`src/rtl/storage_spi_pkg.sv`:
```
// Shared opcodes, FSM state encoding and sizing constants for the SPI flash responder.
package storage_spi_pkg;

  localparam logic [7:0] OP_READ = 8'h03;
  localparam logic [7:0] OP_RDSR = 8'h05;
  localparam logic [7:0] OP_WAKE = 8'hAB;

  localparam int unsigned SCK_OVERSAMPLE_MIN = 8;
  localparam int unsigned SPI_ADDR_BITS      = 24;
  localparam int unsigned CMD_BITS           = 8;
  localparam int unsigned BIT_CNT_W          = 5;

  typedef enum logic [2:0] {
    IDLE,
    CMD,
    ADDR,
    DATA,
    STATUS,
    IGNORE
  } spi_state_e;

endpackage

```
`src/rtl/spi_pin_sync.sv`:
```
// Synchronises the SPI pins into clk and produces registered edge strobes
// aligned with the synchronised level of each pin.
module spi_pin_sync #(
  parameter int unsigned SYNC_STAGES = 2
) (
  input  logic clk,
  input  logic rst,
  input  logic spi_cs_n,
  input  logic spi_sck,
  input  logic spi_mosi,
  output logic cs_n_s,
  output logic sck_rise,
  output logic sck_fall,
  output logic cs_fall,
  output logic cs_rise,
  output logic mosi_s
);

  logic [SYNC_STAGES-1:0] cs_sync;
  logic [SYNC_STAGES-1:0] sck_sync;
  logic [SYNC_STAGES-1:0] mosi_sync;
  logic                   sck_q;

  // cs_n chain resets low so a select already held low at reset release is never mistaken for idle
  always_ff @(posedge clk) begin
    if (rst) begin
      cs_sync   <= '0;
      sck_sync  <= '0;
      mosi_sync <= '0;
      sck_q     <= 1'b0;
      cs_n_s    <= 1'b0;
      sck_rise  <= 1'b0;
      sck_fall  <= 1'b0;
      cs_fall   <= 1'b0;
      cs_rise   <= 1'b0;
      mosi_s    <= 1'b0;
    end else begin
      cs_sync   <= {cs_sync[SYNC_STAGES-2:0], spi_cs_n};
      sck_sync  <= {sck_sync[SYNC_STAGES-2:0], spi_sck};
      mosi_sync <= {mosi_sync[SYNC_STAGES-2:0], spi_mosi};
      cs_n_s    <= cs_sync[SYNC_STAGES-1];
      cs_fall   <= cs_n_s & ~cs_sync[SYNC_STAGES-1];
      cs_rise   <= ~cs_n_s & cs_sync[SYNC_STAGES-1];
      sck_q     <= sck_sync[SYNC_STAGES-1];
      sck_rise  <= ~sck_q & sck_sync[SYNC_STAGES-1];
      sck_fall  <= sck_q & ~sck_sync[SYNC_STAGES-1];
      mosi_s    <= mosi_sync[SYNC_STAGES-1];
    end
  end

endmodule

```
`src/rtl/spi_flash_responder.sv`:
```
// SPI mode-0 flash target serving READ / RDSR / WAKE from a byte-wide memory,
// with all SPI pins oversampled in the clk domain.
module spi_flash_responder
  import storage_spi_pkg::*;
#(
  parameter int unsigned ADDR_W      = 24,
  parameter int unsigned SYNC_STAGES = 2
) (
  input  logic              clk,
  input  logic              rst,
  input  logic              spi_cs_n,
  input  logic              spi_sck,
  input  logic              spi_mosi,
  output logic              spi_miso,
  output logic              mem_rd_en,
  output logic [ADDR_W-1:0] mem_addr,
  input  logic [7:0]        mem_rdata,
  output logic              busy,
  output logic              cmd_err
);

  logic cs_n_s, sck_rise, sck_fall, cs_fall, cs_rise, mosi_s;

  spi_pin_sync #(
    .SYNC_STAGES(SYNC_STAGES)
  ) u_pin_sync (
    .clk     (clk),
    .rst     (rst),
    .spi_cs_n(spi_cs_n),
    .spi_sck (spi_sck),
    .spi_mosi(spi_mosi),
    .cs_n_s  (cs_n_s),
    .sck_rise(sck_rise),
    .sck_fall(sck_fall),
    .cs_fall (cs_fall),
    .cs_rise (cs_rise),
    .mosi_s  (mosi_s)
  );

  spi_state_e           state_q, state_d;
  logic                 armed_q, armed_d;
  logic [BIT_CNT_W-1:0] bit_cnt_q, bit_cnt_d;
  logic [22:0]          shreg_q, shreg_d;
  logic [ADDR_W-1:0]    addr_q, addr_d;
  logic [7:0]           tx_byte_q, tx_byte_d;
  logic [7:0]           nxt_byte_q, nxt_byte_d;
  logic                 seen_rise_q, seen_rise_d;
  logic                 rd_dly_q, rd_dly_d;
  logic                 miso_d, rd_en_d, busy_d, cmd_err_d;
  logic [ADDR_W-1:0]    mem_addr_d;
  logic [23:0]          shift_in;
  logic [7:0]           opcode;

  assign shift_in = {shreg_q, mosi_s};
  assign opcode   = shift_in[7:0];

  always_ff @(posedge clk) begin
    if (rst) begin
      state_q     <= IDLE;
      armed_q     <= 1'b0;
      bit_cnt_q   <= '0;
      shreg_q     <= '0;
      addr_q      <= '0;
      tx_byte_q   <= '0;
      nxt_byte_q  <= '0;
      seen_rise_q <= 1'b0;
      rd_dly_q    <= 1'b0;
      spi_miso    <= 1'b0;
      mem_rd_en   <= 1'b0;
      mem_addr    <= '0;
      busy        <= 1'b0;
      cmd_err     <= 1'b0;
    end else begin
      state_q     <= state_d;
      armed_q     <= armed_d;
      bit_cnt_q   <= bit_cnt_d;
      shreg_q     <= shreg_d;
      addr_q      <= addr_d;
      tx_byte_q   <= tx_byte_d;
      nxt_byte_q  <= nxt_byte_d;
      seen_rise_q <= seen_rise_d;
      rd_dly_q    <= rd_dly_d;
      spi_miso    <= miso_d;
      mem_rd_en   <= rd_en_d;
      mem_addr    <= mem_addr_d;
      busy        <= busy_d;
      cmd_err     <= cmd_err_d;
    end
  end

  always_comb begin
    state_d     = state_q;
    armed_d     = armed_q | cs_n_s;
    bit_cnt_d   = bit_cnt_q;
    shreg_d     = shreg_q;
    addr_d      = addr_q;
    tx_byte_d   = tx_byte_q;
    nxt_byte_d  = nxt_byte_q;
    seen_rise_d = seen_rise_q;
    rd_dly_d    = mem_rd_en;
    miso_d      = spi_miso;
    rd_en_d     = 1'b0;
    mem_addr_d  = mem_addr;
    cmd_err_d   = 1'b0;

    // Deselect wins over any same-cycle sck edge and drops in-flight reads
    if (cs_n_s || cs_rise) begin
      state_d     = IDLE;
      miso_d      = 1'b0;
      rd_dly_d    = 1'b0;
      bit_cnt_d   = '0;
      seen_rise_d = 1'b0;
    end else begin
      case (state_q)
        IDLE: begin
          if (armed_q && cs_fall) begin
            state_d   = CMD;
            bit_cnt_d = '0;
          end
        end

        CMD: begin
          miso_d = 1'b0;
          if (sck_rise) begin
            shreg_d   = shift_in[22:0];
            bit_cnt_d = bit_cnt_q + BIT_CNT_W'(1);
            if (bit_cnt_q == BIT_CNT_W'(CMD_BITS - 1)) begin
              bit_cnt_d = '0;
              case (opcode)
                OP_READ: state_d = ADDR;
                OP_RDSR: state_d = STATUS;
                OP_WAKE: state_d = IGNORE;
                default: begin
                  state_d   = IGNORE;
                  cmd_err_d = 1'b1;
                end
              endcase
            end
          end
        end

        ADDR: begin
          if (rd_dly_q) begin
            tx_byte_d   = mem_rdata;
            miso_d      = mem_rdata[7];
            state_d     = DATA;
            bit_cnt_d   = '0;
            seen_rise_d = 1'b0;
          end else if (sck_rise && bit_cnt_q < BIT_CNT_W'(SPI_ADDR_BITS)) begin
            shreg_d   = shift_in[22:0];
            bit_cnt_d = bit_cnt_q + BIT_CNT_W'(1);
            if (bit_cnt_q == BIT_CNT_W'(SPI_ADDR_BITS - 1)) begin
              addr_d     = ADDR_W'(shift_in);
              mem_addr_d = ADDR_W'(shift_in);
              rd_en_d    = 1'b1;
            end
          end
        end

        DATA: begin
          if (rd_dly_q) nxt_byte_d = mem_rdata;
          // bit_cnt[2:0] counts rises within the byte; 0 means bit 7 is being sampled
          if (sck_rise) begin
            seen_rise_d = 1'b1;
            bit_cnt_d   = {2'b00, 3'(bit_cnt_q[2:0] + 3'd1)};
            if (bit_cnt_q[2:0] == 3'd0) begin
              addr_d     = addr_q + ADDR_W'(1);
              mem_addr_d = addr_q + ADDR_W'(1);
              rd_en_d    = 1'b1;
            end
          end else if (sck_fall && seen_rise_q) begin
            if (bit_cnt_q[2:0] == 3'd0) begin
              tx_byte_d = nxt_byte_q;
              miso_d    = nxt_byte_q[7];
            end else begin
              tx_byte_d = {tx_byte_q[6:0], tx_byte_q[7]};
              miso_d    = tx_byte_q[6];
            end
          end
        end

        STATUS:  miso_d = 1'b0;
        IGNORE:  miso_d = 1'b0;
        default: state_d = IDLE;
      endcase
    end

    busy_d = (state_d != IDLE);
  end

endmodule

```
`config.mk`:
```
export PLATFORM = sky130hd
export DESIGN_NAME = spi_flash_responder
export DESIGN_NICKNAME = d
export VERILOG_FILES = /design/src/rtl/storage_spi_pkg.sv /design/src/rtl/spi_pin_sync.sv /design/src/rtl/spi_flash_responder.sv
export SDC_FILE = /design/constraint.sdc
export NUM_CORES = 1
export LEC_CHECK = 0
export CORE_MARGIN = 2
export CORE_UTILIZATION = 45
export DETAILED_ROUTE_END_ITERATION = 16
export PLACE_DENSITY = 0.65
export SLEW_MARGIN = 40
export SYNTH_ARGS = -nofsm -noshare
export SYNTH_HDL_FRONTEND = slang
export SYNTH_SLANG_ARGS = --single-unit
```
`constraint.sdc`:
```
create_clock -name clk -period 4.9 [get_ports clk]
set_input_delay 1.225 -clock clk [delete_from_list [all_inputs] [get_ports clk]]
set_output_delay 1.225 -clock clk [all_outputs]
set_load 0.01 [all_outputs]
```
==> results.cfg <==
[run_status]
outcome = finished clean

[floorplan]
core_region_area_um2 = 9240
die_height_um = 101.8
rows = 35
io_pins = 41
die-area_um2 = 10360
initial_core_util_pct = 46.55
die_width_um = 101.8

[clock_tree]
htree_levels = 3
cts.clk_slew.worst_paths_ns = 0.10
postCtsSetupRepairBufs = 0
cts.sinks = 91
cts_resized = 0
cts_root_buf = clkbuf_8
clock_latency_ns = 0.36
cts_tree = done
cts-buffers-inserted = 9
clockBufferDepth = 2
cts_hold_buf = 0

[final_layout]
drive_above_1_share_pct = 5.838
final_cell_mix = dfxtp_1, nor2_1, a21oi_1, nand2_1
antenna-diode-count = 0
final_nets = 542
syn_to_final_growth_pct = 14.34
final_util_pct = 53.23
layout_commonest_cell = dfxtp_1

[detailed_routing]
drtPass1Iterations = 5
drt-initial-drc-count = 174
met3_length_um = 467
viasPerCell = 5.580
wire_per_inst_um = 14.95
wirelength_mm = 9.867
wl_met1_mm = 4.714
drcViolationCount = 0
ant_nets = 0
wl_met2_mm = 4.547
routed.top_layer = met4
vias = 3683

[pwr]
power_density_nw_per_um2 = 258.6
vdd_ir_drop_max_mv = 0.1297
p_leak_nw = 1.656

[placed_design]
routabilityCongestion = 0.7771
preCtsSetupSlack_ns = 2.298
hpwl_mm = 6.386
port_buffers = 40

[sta]
fmax_mhz = 372.7
fin_crit_ns = 2.683
fin_skew_ns = 0.01615
rsz0062_at_grt = no
setup_viol = 0
finalHoldViolCount = 0
drv_slew = 0
min_period_over_period_pct = 54.75
worst_pin_slew_ns = 0.6927
max_slew_margin_pct = 53.68
finalSetupTns_ns = 0
setup_ws_ns = 2.217

[critical_path]
slowest_delay_ns = 0.60
setup.worst_path.start_class = register
end_kind = output pin
crit_chain = clkdlybuf4s50_1
cp_slowest_cell = clkdlybuf4s50_1
cp_max_fo = 9
worstPathBufferInverterCount = 1
crit_type = reg2out
required_ns = 3.67
path_delay_family = buffers and inverters
crit_arrival_ns = 1.46

[logic_synthesis]
synth_edf_count = 0
yosysWarningCount = 0
ys_seq_area_share_pct = 42.35
ys_async_sr_fraction_pct = 0
ys.flop_type = dfxtp_1
ys_types = 55
avgSynthCellArea_um2 = 8.484
ys_ff_latch = 91
syn-num-nets = 523
syn-cell-area_um2 = 4302
syn_inst = 507

[run]
maxCapViolCount = 0

[global_routing]
grt_start_max_net_pins = 52
grt_pass1_vias = 3390
grtUsageTotal_pct = 19.85
antenna_found_initial = 0
grt_first_pass_wirelength_mm = 16.34
gr-total-overflow = 0

[hold_path]
hp-class = reg2reg
cell type report:
type,count,area (µm²)
Timing Repair Buffer,44,425.4
Multi-Input combinational cell,370,2278
Clock buffer,11,151.4
Inverter,10,37.54
Clock inverter,5,42.54
Tap cell,129,161.4
Fill cell,887,4322
Sequential cell,91,1822
layer usage:
layer | up-vias | GRT usage [%]
li1 | 1856 | -
met1 | 1729 | 26.42
met2 | 88 | 32.34
met3 | 10 | 3.037
met4 | 0 | 7.796
met5 | - | 0
per-stage QoR:
stage | hold WS (ns) | power (mW) | instance area, µm² | instances
2_1_floorplan | 0.3835 | 0.7789 | 4302 | 507
4_1_cts | 0.4118 | 1.284 | 4918 | 660
3_3_place_gp | 0.3929 | 0.7931 | 4716 | 644
6_report | 0.4144 | 1.272 | 4918 | 660
3_5_place_dp | 0.3985 | 0.7934 | 4725 | 644
5_1_grt | 0.4255 | 1.318 | 4918 | 660
final timing paths:
check / from / to / cells past startpoint / slack (ns)
worst max register to register: state_q[1]$_SDFF_PP0_ / addr_q[18]$_SDFFE_PP0P_ / 5 / 2.35
worst min-delay path: u_pin_sync.sck_sync[1]$_SDFF_PP0_ / u_pin_sync.sck_fall$_SDFF_PP0_ / 1 / 0.41
worst min register to register: u_pin_sync.sck_sync[1]$_SDFF_PP0_ / u_pin_sync.sck_fall$_SDFF_PP0_ / 1 / 0.41
worst max-delay path: addr_q[14]$_SDFFE_PP0P_ / mem_addr[14] / 1 / 2.22
sequential cells by signal (all words and copies together) (netlist names), 2 cells and up:
name and count:
addr_q 24, shreg_q 23, nxt_byte_q 8, tx_byte_q 8, bit_cnt_q 5, state_q 3
u_pin_sync.cs_sync 2, u_pin_sync.mosi_sync 2, u_pin_sync.sck_sync 2
synthesized netlist by cell type (4+ instances only):
cell type	instances	area (µm²)
nand4_1	7	43.79
a211o_1	10	87.58
a311oi_1	4	35.03
a32o_1	5	50.05
buf_2	8	40.04
nor3b_1	5	37.54
nor2_1	74	277.8
and3_1	9	56.30
nand3_1	13	65.06
nor3_1	6	30.03
a21oi_1	45	225.2
nand3b_1	4	30.03
a211oi_1	6	45.04
a31oi_1	7	43.79
nor2b_1	19	118.9
or4_1	5	37.54
nand2_1	43	161.4
o21ai_0	27	135.1
dfxtp_1	91	1822
inv_1	10	37.54
clkbuf_1	19	71.32
mux2i_1	39	390.4
power breakdown:
| group | total (mW) | switching [mW] | internal, mW |
|---|---|---|---|
| Clock | 0.496 | 0.277 | 0.219 |
| Sequential | 0.745 | 0.00210 | 0.743 |
| Combinational | 0.0309 | 0.0178 | 0.0131 |
| Total | 1.27 | 0.297 | 0.975 |
logic make-up (layout without fill, tap and decap cells):
group	Yosys count	after routing	share of synthesized area (%)
compound gates	126	126	19.05
xor+xnor	1	1	0.2036
fa+ha+maj	3	3	0.8727
buf+inv	46	70	4.887
flops	91	91	42.35
mux	39	39	9.075
simple gates	201	201	23.56
Power figures use the tool's default switching activity.
